[src/rtl/ir_sequencer_if.sv]
// Fetch and decode bus between the instruction-pointer sequencer, the
// instruction memory, the decoder and the ALU compare flags.
interface ir_sequencer_if #(
  parameter int unsigned DATA_WIDTH = 8
);
  logic                  o_fetch_req;
  logic [DATA_WIDTH-1:0] o_ir_pointer;
  logic                  i_fetch_ack;
  logic                  i_valid;
  logic [DATA_WIDTH-1:0] i_device;
  logic [DATA_WIDTH-1:0] i_address;
  logic [DATA_WIDTH-1:0] i_data;
  logic                  i_flag_larger;
  logic                  i_flag_smaller;
  logic                  i_flag_equal;

  modport master (
    output o_fetch_req, o_ir_pointer,
    input  i_fetch_ack, i_valid, i_device, i_address, i_data,
           i_flag_larger, i_flag_smaller, i_flag_equal
  );

  modport slave (
    input  o_fetch_req, o_ir_pointer,
    output i_fetch_ack, i_valid, i_device, i_address, i_data,
           i_flag_larger, i_flag_smaller, i_flag_equal
  );
endinterface

[src/rtl/ir_sequencer.sv]
// Instruction-pointer sequencer: fetches over a req/ack handshake and
// steps, jumps, waits or halts on controller-device instructions.
module ir_sequencer #(
  parameter int unsigned           DATA_WIDTH        = 8,
  parameter logic [DATA_WIDTH-1:0] RST_VECTOR        = '0,
  parameter logic [DATA_WIDTH-1:0] DEVICE_CONTROLLER = DATA_WIDTH'(1),
  parameter logic [DATA_WIDTH-1:0] PORT_JUMP_ADDR    = DATA_WIDTH'(0),
  parameter logic [DATA_WIDTH-1:0] PORT_JUMP_DIRECT  = DATA_WIDTH'(1),
  parameter logic [DATA_WIDTH-1:0] PORT_JUMP_LARGER  = DATA_WIDTH'(2),
  parameter logic [DATA_WIDTH-1:0] PORT_JUMP_SMALLER = DATA_WIDTH'(3),
  parameter logic [DATA_WIDTH-1:0] PORT_JUMP_EQUAL   = DATA_WIDTH'(4),
  parameter logic [DATA_WIDTH-1:0] PORT_JUMP_UNEQUAL = DATA_WIDTH'(5),
  parameter logic [DATA_WIDTH-1:0] PORT_WAIT         = DATA_WIDTH'(6),
  parameter logic [DATA_WIDTH-1:0] PORT_STOP         = DATA_WIDTH'(7)
) (
  input  logic                 clk,
  input  logic                 rst_n,
  input  logic                 i_start,
  ir_sequencer_if.master       bus,
  output logic                 o_stall,
  output logic                 o_halted,
  output logic [2:0]           o_state
);

  typedef enum logic [2:0] {
    IDLE  = 3'd0,
    FETCH = 3'd1,
    EXEC  = 3'd2,
    WAIT  = 3'd3,
    HALT  = 3'd4
  } state_t;

  localparam logic [DATA_WIDTH-1:0] ONE = {{(DATA_WIDTH-1){1'b0}}, 1'b1};

  state_t                state_q, state_d;
  logic [DATA_WIDTH-1:0] ptr_q, ptr_d;
  logic [DATA_WIDTH-1:0] target_q, target_d;
  logic [DATA_WIDTH-1:0] count_q, count_d;
  logic [DATA_WIDTH-1:0] ptr_inc;

  assign ptr_inc = ptr_q + ONE;

  always_ff @(posedge clk or negedge rst_n) begin
    if (!rst_n) begin
      state_q  <= IDLE;
      ptr_q    <= RST_VECTOR;
      target_q <= '0;
      count_q  <= '0;
    end else begin
      state_q  <= state_d;
      ptr_q    <= ptr_d;
      target_q <= target_d;
      count_q  <= count_d;
    end
  end

  always_comb begin
    state_d  = state_q;
    ptr_d    = ptr_q;
    target_d = target_q;
    count_d  = count_q;
    case (state_q)
      IDLE:  if (i_start) state_d = FETCH;
      FETCH: if (bus.i_fetch_ack) state_d = EXEC;
      EXEC: begin
        if (bus.i_valid) begin
          state_d = FETCH;
          ptr_d   = ptr_inc;
          if (bus.i_device == DEVICE_CONTROLLER) begin
            case (bus.i_address)
              PORT_JUMP_ADDR:    target_d = bus.i_data;
              PORT_JUMP_DIRECT:  ptr_d = target_q;
              PORT_JUMP_LARGER:  if (bus.i_flag_larger) ptr_d = target_q;
              PORT_JUMP_SMALLER: if (bus.i_flag_smaller) ptr_d = target_q;
              PORT_JUMP_EQUAL:   if (bus.i_flag_equal) ptr_d = target_q;
              PORT_JUMP_UNEQUAL: if (!bus.i_flag_equal) ptr_d = target_q;
              PORT_WAIT: begin
                // The pointer only advances when the wait expires.
                if (bus.i_data != '0) begin
                  count_d = bus.i_data;
                  ptr_d   = ptr_q;
                  state_d = WAIT;
                end
              end
              PORT_STOP:         state_d = HALT;
              default:           ;
            endcase
          end
        end
      end
      WAIT: begin
        count_d = count_q - ONE;
        if (count_q <= ONE) begin
          ptr_d   = ptr_inc;
          state_d = FETCH;
        end
      end
      HALT:  if (i_start) state_d = FETCH;
      default: state_d = IDLE;
    endcase
  end

  assign bus.o_fetch_req  = (state_q == FETCH);
  assign bus.o_ir_pointer = ptr_q;
  assign o_stall          = (state_q == WAIT);
  assign o_halted         = (state_q == HALT);
  assign o_state          = state_q;

endmodule

[src/flat_wrapper.sv]
// flat-port wrapper written by rule: the top's interface ports become plain ports
module ir_sequencer_flat 
#(
  parameter int unsigned           DATA_WIDTH        = 8,
  parameter logic [DATA_WIDTH-1:0] RST_VECTOR        = '0,
  parameter logic [DATA_WIDTH-1:0] DEVICE_CONTROLLER = DATA_WIDTH'(1),
  parameter logic [DATA_WIDTH-1:0] PORT_JUMP_ADDR    = DATA_WIDTH'(0),
  parameter logic [DATA_WIDTH-1:0] PORT_JUMP_DIRECT  = DATA_WIDTH'(1),
  parameter logic [DATA_WIDTH-1:0] PORT_JUMP_LARGER  = DATA_WIDTH'(2),
  parameter logic [DATA_WIDTH-1:0] PORT_JUMP_SMALLER = DATA_WIDTH'(3),
  parameter logic [DATA_WIDTH-1:0] PORT_JUMP_EQUAL   = DATA_WIDTH'(4),
  parameter logic [DATA_WIDTH-1:0] PORT_JUMP_UNEQUAL = DATA_WIDTH'(5),
  parameter logic [DATA_WIDTH-1:0] PORT_WAIT         = DATA_WIDTH'(6),
  parameter logic [DATA_WIDTH-1:0] PORT_STOP         = DATA_WIDTH'(7)
)
  (clk, rst_n, i_start, o_stall, o_halted, o_state, bus_o_fetch_req, bus_o_ir_pointer, bus_i_fetch_ack, bus_i_valid, bus_i_device, bus_i_address, bus_i_data, bus_i_flag_larger, bus_i_flag_smaller, bus_i_flag_equal);
  ir_sequencer_if #(.DATA_WIDTH(DATA_WIDTH)) bus_i ();
  input  logic clk;
  input  logic rst_n;
  input  logic i_start;
  output logic o_stall;
  output logic o_halted;
  output logic [2:0] o_state;
  output wire logic [$bits(bus_i.o_fetch_req)-1:0] bus_o_fetch_req;
  output wire logic [$bits(bus_i.o_ir_pointer)-1:0] bus_o_ir_pointer;
  input wire logic [$bits(bus_i.i_fetch_ack)-1:0] bus_i_fetch_ack;
  input wire logic [$bits(bus_i.i_valid)-1:0] bus_i_valid;
  input wire logic [$bits(bus_i.i_device)-1:0] bus_i_device;
  input wire logic [$bits(bus_i.i_address)-1:0] bus_i_address;
  input wire logic [$bits(bus_i.i_data)-1:0] bus_i_data;
  input wire logic [$bits(bus_i.i_flag_larger)-1:0] bus_i_flag_larger;
  input wire logic [$bits(bus_i.i_flag_smaller)-1:0] bus_i_flag_smaller;
  input wire logic [$bits(bus_i.i_flag_equal)-1:0] bus_i_flag_equal;
  assign bus_o_fetch_req = bus_i.o_fetch_req;
  assign bus_o_ir_pointer = bus_i.o_ir_pointer;
  assign bus_i.i_fetch_ack = bus_i_fetch_ack;
  assign bus_i.i_valid = bus_i_valid;
  assign bus_i.i_device = bus_i_device;
  assign bus_i.i_address = bus_i_address;
  assign bus_i.i_data = bus_i_data;
  assign bus_i.i_flag_larger = bus_i_flag_larger;
  assign bus_i.i_flag_smaller = bus_i_flag_smaller;
  assign bus_i.i_flag_equal = bus_i_flag_equal;
  ir_sequencer #(.DATA_WIDTH(DATA_WIDTH), .RST_VECTOR(RST_VECTOR), .DEVICE_CONTROLLER(DEVICE_CONTROLLER), .PORT_JUMP_ADDR(PORT_JUMP_ADDR), .PORT_JUMP_DIRECT(PORT_JUMP_DIRECT), .PORT_JUMP_LARGER(PORT_JUMP_LARGER), .PORT_JUMP_SMALLER(PORT_JUMP_SMALLER), .PORT_JUMP_EQUAL(PORT_JUMP_EQUAL), .PORT_JUMP_UNEQUAL(PORT_JUMP_UNEQUAL), .PORT_WAIT(PORT_WAIT), .PORT_STOP(PORT_STOP)) u_core (.clk(clk), .rst_n(rst_n), .i_start(i_start), .bus(bus_i), .o_stall(o_stall), .o_halted(o_halted), .o_state(o_state));
endmodule
[config.mk]
export PLATFORM = sky130hd
export DESIGN_NAME = ir_sequencer_flat
export DESIGN_NICKNAME = d
export VERILOG_FILES = /design/src/rtl/ir_sequencer_if.sv /design/src/rtl/ir_sequencer.sv /design/src/flat_wrapper.sv
export SDC_FILE = /design/constraint.sdc
export NUM_CORES = 1
export LEC_CHECK = 0
export BUFFER_PORTS_ARGS = -buffer_cell sky130_fd_sc_hd__buf_2
export CORE_MARGIN = 3
export CORE_UTILIZATION = 57
export DETAILED_ROUTE_END_ITERATION = 7
export HOLD_SLACK_MARGIN = 0.1
export PLACE_DENSITY = 0.85
export RECOVER_POWER = 100
export SLEW_MARGIN = 20
export SYNTH_ARGS = -nofsm -noshare
export SYNTH_HDL_FRONTEND = slang
export SYNTH_SLANG_ARGS = --single-unit
[constraint.sdc]
create_clock -name clk -period 4.78 [get_ports clk]
set_input_delay 0.239 -clock clk [delete_from_list [all_inputs] [get_ports clk]]
set_output_delay 0.239 -clock clk [all_outputs]
set_load 0.01 [all_outputs]
## Word level (Yosys, flattened, before mapping)

Index checks and enable logic that the tools add are counted.

- Flip-flop bits (word level): 27
- Output and inout port bits: 14

- $add $sub $neg: 2
- Magnitude comparators: 1
- Equal/unequal tests: 20
- Muxes and demuxes: 23
- Reduce and logical (&&, ||, !) cells: 9

Operators with widths:

| cell | number |
|---|---|
| 8-bit two-way mux | 12 |
| 8-bit one-hot mux with 6 select lines | 1 |
| 8-bit by 3-bit equality test with 1-bit output, second input constant | 4 |
| 8-bit one-hot mux with 2 select lines | 2 |
| 8-bit by 1-bit equality test with 1-bit output, second input constant | 2 |
| 8-bit by 2-bit equality test with 1-bit output, second input constant | 2 |
| 3-bit two-way mux | 5 |
| 2-bit by 1-bit != test with 1-bit output, second input constant | 6 |
| 3-bit one-hot mux with 4 select lines | 1 |
| 4-bit AND reduction | 3 |
| 8-bit by 1-bit adder with 8-bit output, second input constant | 1 |
| 8-bit by 1-bit <= comparator with 1-bit output, second input constant | 1 |
| 8-bit zero test | 1 |
| 8-bit nonzero test | 1 |
| 8-bit by 1-bit subtractor with 8-bit output, second input constant | 1 |
| 3-bit by 2-bit equality test with 1-bit output, second input constant | 2 |
| 3-bit one-hot mux with 2 select lines | 1 |
| 5-bit AND reduction | 1 |
| 4-bit != test, second input constant | 1 |
| 3-bit by 1-bit equality test with 1-bit output, second input constant | 1 |
| 3-bit equality test, second input constant | 1 |
| 3-bit zero test | 1 |
| 2-bit two-way mux | 1 |
| 2-bit != test, second input constant | 1 |
| other kinds (2) | 2 |

## Logic depth before layout (Yosys ltp)

- Word-level depth: 6
- Gate-level depth with buffers: 8
- Mapped depth without buffers: 7

## Worst setup path before layout

No wires, ideal clock.

- Path kind: reg2reg
- Start: register u_core.state_q[0] (netlist: u_core.o_state[0])
- End: register u_core.target_q[1]
- Setup time: 0.125 ns
- Arrival: 1.916 ns
- Data required time: 4.655 ns
- Slack: 2.739 ns
- Cell stages (with the launch flop): 5
- Buffers on the path: 0
- Period minus slack after synthesis: 2.041 ns
- Cells stage by stage: dfrtp_1 -> nor4_2 -> nand4_1 -> nor4_4 -> mux2_4

- Word-level cells in the longest chain between the ends: 2

RTL lines:

| element | RTL line | text |
|---|---|---|
| start: declaration | ir_sequencer.sv:35 | `state_t state_q, state_d;` |
| start signal: assignment | ir_sequencer.sv:50 | `state_q <= state_d;` |
| 3-bit by 2-bit equality test with 1-bit output | ir_sequencer.sv:62 | `case (state_q)` |
| 4-bit AND reduction (no line) | - |  |
| end signal: assignment | ir_sequencer.sv:52 | `target_q <= target_d;` |
| end: declaration | ir_sequencer.sv:37 | `logic [DATA_WIDTH-1:0] target_q, target_d;` |

No other way between the ends.
A chain may end at the register's enable or synchronous reset.

## Final worst setup path

- Start: register u_core.state_q[0] (netlist: u_core.o_state[0])
- End: register u_core.target_q[3]

The elaborated chain is that of the path after synthesis.

==> impl_metrics.ini <==
[placed_design]
place.gp.congestion = 0.802
place_inst = 279
hpwlAfterDp_um = 3220
place.port_buffers = 45

[clock_tree]
cts_buffer_depth = 2
clk-insertion-delay-late_ns = 0.32
ctsHtreeMaxLevel = 1
cts_setup_buffers = 0
ctsHoldBuffers = 2
numCtsBuffers = 3
path_clk_slew_ns = 0.14
clockRootBuffer = clkbuf_4
cts-resized-gates = 0
cts_tree = built
clkSinkCount = 27

[sta]
fin_crit_sh_pct = 68.4
drv_slew = 10
maxSlewHeadroom_pct = -46.9
fmax_ghz = 0.306
skew_ns = 0.00216
rsz0062_at_grt = no
finalSetupViolCount = 0
fin_crit_ns = 3.27
whs_ns = 0.162
fin_tns_setup_ns = 0
hold_violations = 0
worst_slew_pin_slew_ns = 2.18

[detailed_routing]
wl_met3_um = 289
wire_per_inst_um = 14.5
drc = 0
wl_met2_um = 1870
drt_first_pass_iters = 4
drt-initial-drc-count = 127
drt-met1-wl_um = 1920
vias_per_cell = 6.00
vias = 1710
drtAntennaViolNets = 0
top_layer = met4
wl_um = 4130

[die]
row_count = 20
core_um2 = 3080
start_util_pct = 60.6
die-area_um2 = 4000
die_x_um = 63.2
io_pins = 46
die_h_um = 63.2

[layout]
drive_above_1_share_pct = 20.7
n_antenna_cell = 0
fillers = 274
final_cells = 285
fin_nets = 277
syn2layout_area_growth_pct = 13.1
fin_util_pct = 68.5

[min_path]
min_to = u_core.count_q[5]
hp-start = bus_i_data[5]
hp-class = primary input to flop
hold_depth = 3

[logic_synthesis]
synth_top_area_cell = dfrtp_1
synthArstFlopShare_pct = 100
synth-seq-area-share_pct = 36.2
yosysWarnings = 0
synth_area_um2 = 1870
synth_seq_cells = 27
synth.area.top_cells = dfrtp_1 36%, mux2_4 5.6%, mux2i_1 3.8%
synth-edff-count = 0
avgSynthCellArea_um2 = 9.47
synth_top_area_share_pct = 36.2
ys_types = 57
synth_nets = 232
syn_inst = 197
synth_ff_type = dfrtp_1

[power_and_ir_drop]
p_seq_share_pct = 46.0
power_switching_uw = 320
vdd.ir_drop.worst_mv = 0.225
p_int_uw = 441
p_leak_uw = 0.000890
power_frac_comb_pct = 41.0
p_sw_share_pct = 42.1
power.density_nw_per_um2 = 361
power_frac_clock_pct = 13.0

[grt]
grt_first_pass_wirelength_um = 7210
antenna_found_initial = 0
grt_max_degree = 28
track_usage_pct = 22.0
grt_pass1_vias = 1624
grt_overflow = 0

[critical_path]
required_ns = 5.01
reg2reg_to = u_core.target_q[3]
cp-end-kind = flop
r2r_setup_slack_ns = 1.51
crit_type = flop to flop
cp-start-kind = flop
timing.rr.start = u_core.o_state[0]
critPathMaxFanout = 9
arrival_ns = 3.50
r2r_cells = 4

[run_status]
status = finished, violations left
violations = max-capacitance violations, max-slew violations

[run]
drv_cap = 1
## how the worst max path moves through the flow
stage / startpoint / end / slack (ns)
after floorplan: u_core.o_state[0] / u_core.target_q[1] / 2.74
after global placement: u_core.o_state[0] / u_core.target_q[3] / 2.58
after detailed placement: u_core.o_state[0] / u_core.target_q[3] / 2.53
after CTS: u_core.o_state[0] / u_core.target_q[3] / 2.50
after global routing: u_core.o_state[0] / u_core.target_q[3] / 1.29
final: u_core.o_state[0] / u_core.target_q[3] / 1.51
## worst max-delay path: stages (launching register included)
cell	delay, ns
dfrtp_1	0.50
nor4_1	0.38
nand4_1	0.20
nor4_1	1.73
mux2_4	0.36
## synth_stat cells (2+ instances only)
| cell | number |
|---|---|
| nor4_1 | 2 |
| o221a_1 | 3 |
| dfrtp_1 | 27 |
| ha_1 | 3 |
| a22oi_1 | 4 |
| nor2b_1 | 5 |
| a21oi_1 | 13 |
| nand3b_1 | 3 |
| o22a_1 | 3 |
| o21ai_0 | 4 |
| buf_2 | 4 |
| or2_2 | 2 |
| nand3_1 | 8 |
| a31oi_1 | 2 |
| inv_1 | 12 |
| xnor2_1 | 2 |
| mux2_4 | 7 |
| a22o_1 | 2 |
| o21ai_1 | 6 |
| nor3_1 | 7 |
| or4_1 | 3 |
| nand4_1 | 3 |
| nand2_1 | 15 |
| nor2_1 | 15 |
| mux2i_1 | 7 |
| o22ai_1 | 3 |
| and3_1 | 2 |
## power groups by stage
stage	clock (µW)	sequential (µW)	combinational, µW
after floorplan	0	353	212
after global placement	0	351	314
after detailed placement	0	353	321
after CTS	101	348	326
after global routing	108	362	352
final	98.6	350	312
## state kept, by name, summed over array words and instances (netlist names)
name,flops
u_core.count_q,8
u_core.target_q,8
u_core.o_state,3
u_core.bus.o_ir_pointer,8
## metal layers
metal / up-vias / global-route usage [%]
met5: - / 0
met4: 0 / 5.39
met3: 8 / 3.03
met2: 63 / 37.4
met1: 804 / 29.5
li1: 835 / -
## cell families after synthesis
kind of cell / after synthesis / share of synthesized area (%)
AOI/OAI and AO/OA: 54 / 22.5
buffers and inverters: 19 / 4.49
DFF: 27 / 36.2
xor gates and xnor gates: 2 / 0.939
adders and majority gates: 3 / 2.01
and+or+nand+nor: 77 / 23.8
muxes: 15 / 9.99
## cells in the final DEF (no fill, tap or decap), types with 5 or more instances in the layout
cell      count
nor2b_1       5
o21ai_0       7
nand3_1       8
inv_1        12
a21oi_1      13
clkbuf_1     15
nor2_1       15
nor3_1        8
mux2i_1       7
dfrtp_1      27
buf_2        30
nand2_1      15
mux2_4        7
## through the flow
stage | area (µm²) | power, µW | setup WS [ns]
CTS | 2150 | 775 | 2.50
detailed placement | 2110 | 673 | 2.53
finish | 2110 | 761 | 1.51
global placement | 2110 | 665 | 2.58
floorplan | 1870 | 565 | 2.74
global route | 2110 | 822 | 1.29
## area by class of cell
cell class                      count  area (µm²)  share of cell area [%]
Clock buffer                        3        22.5                    1.07
Clock inverter                      1        5.00                   0.237
Inverter                           12        45.0                    2.14
Multi-Input combinational cell    151        1080                    51.2
Sequential cell                    27         676                    32.0
Tap cell                           44        55.1                    2.61
Timing Repair Buffer               47         226                    10.7
(Power assumes the default switching activity.)
